--- src/rtl/prog_ram_pkg.sv ---
// Shared parameters for the program RAM: default address/word widths
// and the LOAD/RUN state encoding.
package prog_ram_pkg;

  localparam int adlines   = 8;
  localparam int datalines = 16;

  localparam logic ST_LOAD = 1'b0;
  localparam logic ST_RUN  = 1'b1;

  typedef enum logic {
    LOAD = ST_LOAD,
    RUN  = ST_RUN
  } state_t;

endpackage

--- src/rtl/prog_ram_loader.sv ---
// Load/run sequencer for the program RAM: owns the FSM, the loader
// write pointer and the accepted-word counter.
module prog_ram_loader
  import prog_ram_pkg::*;
#(
  parameter int ADLINES = adlines
) (
  input  logic               clk,
  input  logic               rst_n,
  input  logic               load_valid,
  input  logic               load_last,
  input  logic               reload,
  output logic               load_ready,
  output logic               enable,
  output logic               run,
  output logic               we,
  output logic [ADLINES-1:0] wptr,
  output logic [ADLINES-1:0] load_count
);

  localparam logic [ADLINES-1:0] PTR0 = ADLINES'(1);

  state_t state_q, state_d;
  logic   at_top;

  assign run        = (state_q == RUN);
  assign load_ready = (state_q == LOAD);
  assign at_top     = &wptr;

  always_comb begin
    state_d = state_q;
    we      = 1'b0;
    unique case (state_q)
      LOAD: begin
        we = load_valid;
        if (load_valid && (load_last || at_top))
          state_d = RUN;
      end
      RUN: begin
        if (reload)
          state_d = LOAD;
      end
      default: state_d = LOAD;
    endcase
  end

  // Address 0 is reserved: the CPU pre-increments pc before its first fetch.
  always_ff @(posedge clk or negedge rst_n) begin
    if (!rst_n) begin
      state_q    <= LOAD;
      wptr       <= PTR0;
      load_count <= '0;
      enable     <= 1'b0;
    end else begin
      state_q <= state_d;
      enable  <= run && !reload;
      if (we) begin
        if (!at_top)
          wptr <= wptr + 1'b1;
        load_count <= load_count + 1'b1;
      end else if (run && reload) begin
        wptr       <= PTR0;
        load_count <= '0;
      end
    end
  end

endmodule

--- src/rtl/prog_ram.sv ---
// Program RAM: loaded word-by-word from a stream loader, then served
// to the control unit with a zero-latency read path.
module prog_ram
  import prog_ram_pkg::*;
#(
  parameter int ADLINES   = adlines,
  parameter int DATALINES = datalines
) (
  input  logic                 clk,
  input  logic                 rst_n,
  input  logic [ADLINES-1:0]   addressbus,
  input  logic                 read,
  input  logic                 write,
  input  logic [DATALINES-1:0] toram,
  output logic [DATALINES-1:0] fromram,
  output logic                 enable,
  input  logic                 load_valid,
  input  logic [DATALINES-1:0] load_data,
  input  logic                 load_last,
  output logic                 load_ready,
  input  logic                 reload,
  output logic [ADLINES-1:0]   load_count
);

  logic [DATALINES-1:0] mem [2**ADLINES];
  logic [DATALINES-1:0] rdata;
  logic [DATALINES-1:0] hold_q;
  logic                 run;
  logic                 we;
  logic [ADLINES-1:0]   wptr;

  prog_ram_loader #(
    .ADLINES(ADLINES)
  ) u_loader (
    .clk       (clk),
    .rst_n     (rst_n),
    .load_valid(load_valid),
    .load_last (load_last),
    .reload    (reload),
    .load_ready(load_ready),
    .enable    (enable),
    .run       (run),
    .we        (we),
    .wptr      (wptr),
    .load_count(load_count)
  );

  assign rdata = mem[addressbus];

  // Array is deliberately not reset so a warm reset keeps the program.
  always_ff @(posedge clk) begin
    if (we)
      mem[wptr] <= load_data;
    else if (run && write)
      mem[addressbus] <= toram;
  end

  always_ff @(posedge clk or negedge rst_n) begin
    if (!rst_n)
      hold_q <= '0;
    else if (run && read)
      hold_q <= rdata;
  end

  assign fromram = (run && read) ? rdata : hold_q;

endmodule

--- config.mk ---
export PLATFORM = sky130hd
export DESIGN_NAME = prog_ram
export DESIGN_NICKNAME = d
export VERILOG_FILES = /design/src/rtl/prog_ram_pkg.sv /design/src/rtl/prog_ram_loader.sv /design/src/rtl/prog_ram.sv
export SDC_FILE = /design/constraint.sdc
export NUM_CORES = 2
export LEC_CHECK = 0
export ABC_AREA = 1
export CAP_MARGIN = 0
export CELL_PAD_IN_SITES_DETAIL_PLACEMENT = 1
export CELL_PAD_IN_SITES_GLOBAL_PLACEMENT = 1
export CORE_MARGIN = 8
export CORE_UTILIZATION = 45
export CTS_CLUSTER_DIAMETER = 100
export DETAILED_ROUTE_END_ITERATION = 10
export GPL_TIMING_DRIVEN = 1
export HOLD_SLACK_MARGIN = 0.08
export PLACE_DENSITY_LB_ADDON = 0.1
export SYNTH_ARGS = -nofsm -noshare
export SYNTH_HDL_FRONTEND = slang
export SYNTH_SLANG_ARGS = --single-unit
--- constraint.sdc ---
create_clock -name clk -period 7.28 [get_ports clk]
set_clock_uncertainty 0.2 [all_clocks]
set_input_delay 1.456 -clock clk [delete_from_list [all_inputs] [get_ports clk]]
set_output_delay 1.456 -clock clk [all_outputs]
set_load 0.05 [all_outputs]
==> results by group <==
Setup path
  – Crit path DAT: approximately 5.5 ns
  – Critical path fanouts, max: 69
  – CP required: 5.62 ns
  – Critical Path Source Type: input port
  – CP max stage delay: ~0.4 ns
  – Crit path cell chain: buf_16, inv_16, buf_12, buf_12, buf_12, buf_12, nand2_1, nand3_1, nand3_1, nand3_1, nand3_1, nand3_1, nand3_1, nand3_1, nand3_1, nand2_1, buf_12
  – Worst Setup End Kind: output pin
  – Worst path most repeated cell: nand3_1
  – Slowest cell on crit path: inv_16
  – CP Class: in2out

Clocking
  – CTS resizes: 0
  – CTS tree: yes
  – CTS Hold Buffers Added: 0
  – Clock slew at reported path FFs: 0.07 ns
  – Skew-Pair Late Insertion Delay: 0.98 ns
  – Clock sink count: between 4000 and 5000
  – H-tree depth: 5
  – CTS Root Cell: clkbuf_16
  – Setup Buffers After CTS: 0
  – CTS Buf Count: 440
  – Maximum root-to-sink buffer count: 4

Detailed routing
  – DR DRC count: 0
  – Via count: about 110k
  – Final WL: 565000 um
  – Drt first pass iters: 6
  – Drt wl/cell: 29.2 um
  – Initial DRC Count: 11673
  – Vias/cell: 5.89
  – Routed Antenna Nets: 0

Die
  – Core footprint: 0.369 sq mm
  – Io pins: 73
  – Overall die area: approximately 0.4 sq mm
  – Die Span X: 625 um
  – Std-Cell Rows: 223
  – Die Ht: 625 um
  – Initial core utilization: 45.2%

Logic synthesis
  – Post-synthesis async set-or-reset flop share: less than 1%
  – Mux contribution to synthesized area: 0.00599%
  – Xor and xnor area share after synthesis: 0%
  – Main combinational cell family by area after synthesis: simple AND/OR/NAND/NOR gates
  – EDFF count, synth: between 4000 and 5000
  – Top_reg_cell synth: edfxtp_1
  – Synthesized area per cell: 12.1 sq um
  – Post-synth cell types: 36
  – Synthesized Nets: 13840
  – Synth area leaders: edfxtp_1 74%, nand3_1 12%, nand2_1 9.5%
  – Post-synthesis sequential area ratio: 74.2%
  – Post-synth top area cell: edfxtp_1
  – Area share of the largest cell type after synthesis: 73.6%
  – Synth Area in Adders: less than 1%
  – Number of synthesized register bits: 4130
  – Compound-Gate Fraction of Synth Area: 0.116%
  – Post-Synth Simple-Gate Area: 22.5%
  – Post-Syn Instances: 13791
  – Synth Cell Area: about 0.17 sq mm
  – Synth Warn #: 0

GRT
  – GRT Total Usage: between 20% and 30%
  – Largest net degree at the start of global routing: 160
  – Initial antenna violation count: 23
  – First-pass GRT wire length: 818000 um
  – Gr ovfl total: 0
  – Vias in the first global route: about 120k

Timing
  – Setup violations, final: 0
  – Max Freq: 0.141 GHz
  – RSZ-0062 raised after global routing: false
  – Endpoints failing hold: 0
  – Period utilization: approximately 98%
  – Setup TNS: 0 ns
  – Final Max Slew Viols: 0
  – Worst Max-Slew Pin Slew: 1.29 ns
  – Max_slew headroom: 13.8%
  – Min Tclk post-route: roughly 7.1 ns

Placement
  – Dpl cells: between 15000 and 20000
  – RePlAce Congestion: 0.846
  – Detail Placement HPWL: ~330000 um
  – Port Buffers: roughly 70

Power
  – Maximum VDD drop: about 230 uV
  – LEAKAGE: 66.5 nW
  – Tot Pwr: ~0.054 W
  – Cell Pwr Density: 283 mW/mm^2

Final layout
  – Non-filler cells, final: 19311
  – Synth-to-layout area growth: 13.7%
  – Share of layout cells above drive strength 1: 9.75%
  – Core Util, Final: 51.4%
  – Nets: 14024

Job
  – Max_cap viols: 0

Min path
  – Hold WC Path Type: reg2reg

Outcome
  – Status: finished, final reports clean
## kinds of logic (layout without fill, tap and decap cells)
| logic type | Yosys count | after routing |
|---|---|---|
| flops | 4130 | 4130 |
| mux | 1 | 1 |
| compound gates | 29 | 29 |
| other cells | 0 | 6 |
| fa+ha+maj | 2 | 2 |
| buf+inv | 1002 | 1566 |
| simple gates | 8627 | 8627 |
## power by group
group / internal (W) / switching (W)
logic: 0.000984 / 0.00343
registers: 0.0266 / 0.0000464
clock network: 0.0130 / 0.00960
## metal layers
layer  track usage (%)  share of wire (%)
met3              3.34                6.2
met5                 0             0.0043
met4              10.4                4.1
met2              46.3                 48
met1              38.7                 42
## Yosys cell counts (3+ instances only)
master,instances
buf_6,43
nand2_1,4230
edfxtp_1,4096
buf_1,66
a21oi_1,7
nor3_1,4
buf_4,154
nand3_1,4085
o21ai_0,10
nor2_4,3
nor2_2,4
dfrtp_1,33
buf_2,552
inv_2,8
nand2_2,4
nor2_1,291
inv_1,46
o21ai_2,5
clkbuf_1,128
## worst max-delay path, delay by kind of cell
kind,cells,cell delay (ns)
buf+inv,7,1.80
simple gates,10,1.79
## area by class of cell
cell class / count / area, sq um
well taps: 4950 / 6190
flip-flops and latches: 4130 / 124000
multi-input cells: 8659 / 38100
diodes: 6 / 15.0
repair buffers: 686 / 7050
fillers: 37460 / 179000
inverters: 58 / 270
clock inverters: 302 / 2980
clock buffers: 520 / 11400
## state kept, by name (all words and copies together) (netlist names)
register and cells:
mem 4096, hold_q 16, u_loader.load_count 8, u_loader.wptr 8, u_loader.enable 1, u_loader.run 1
## worst paths after layout
check	start	endpoint	slack (ns)	depth (start not counted)
hold reg to reg	u_loader.load_count[7]$_DFFE_PN0P_	u_loader.load_count[7]$_DFFE_PN0P_	0.30	1
setup / recovery	addressbus[0]	fromram[1]	0.18	17
min in group asynchronous	rst_n	hold_q[12]$_DFF_PN0_	0.47	1
max in group asynchronous	rst_n	u_loader.wptr[5]$_DFFE_PN0P_	5.62	1
hold / removal	u_loader.load_count[7]$_DFFE_PN0P_	u_loader.load_count[7]$_DFFE_PN0P_	0.30	1
setup reg to reg	u_loader.run$_DFF_PN0_	mem[227][7]$_DFFE_PP_	2.21	7
## layout by cell type (no fill, tap or decap), types with 2 or more instances in the layout
cell type        netlist  routed
nand2_1             4230    4198
edfxtp_1            4096    4096
nand3_1             4085    4085
buf_4                154     492
clkbuf_16              0     444
nor2_1               291     237
buf_12                 0     139
clkinv_1               2     109
clkinv_2               0     100
clkbuf_1             128      74
nor2_2                 4      58
bufinv_16              0      50
clkdlybuf4s50_1        0      48
inv_1                 46      43
dfrtp_1               33      33
nand2_2                4      20
clkinvlp_4             0      19
nand2_4                0      16
inv_6                  0      10
o21ai_0               10      10
inv_2                  8       8
inv_16                 0       7
a21oi_1                7       7
diode_2                0       6
o21ai_2                5       5
clkinv_8               0       5
clkinv_16              0       5
nor3_1                 4       4
inv_8                  0       3
nor2_4                 3       3
buf_8                  1       3
o21ai_1                2       2
nand4_1                2       2
ha_1                   2       2
clkbuf_8               0       2
buf_2                552       2
## stage by stage
| step | hold slack [ns] | area (sq um) | worst slack, ns |
|---|---|---|---|
| floorplan | 0.300 | 167000 | 1.14 |
| global placement | 0.270 | 175000 | 0.280 |
| detailed placement | 0.292 | 175000 | 0.264 |
| CTS | 0.301 | 190000 | 0.267 |
| global route | 0.321 | 190000 | 0.113 |
| finish | 0.303 | 190000 | 0.179 |
(Power assumes the default switching activity.)
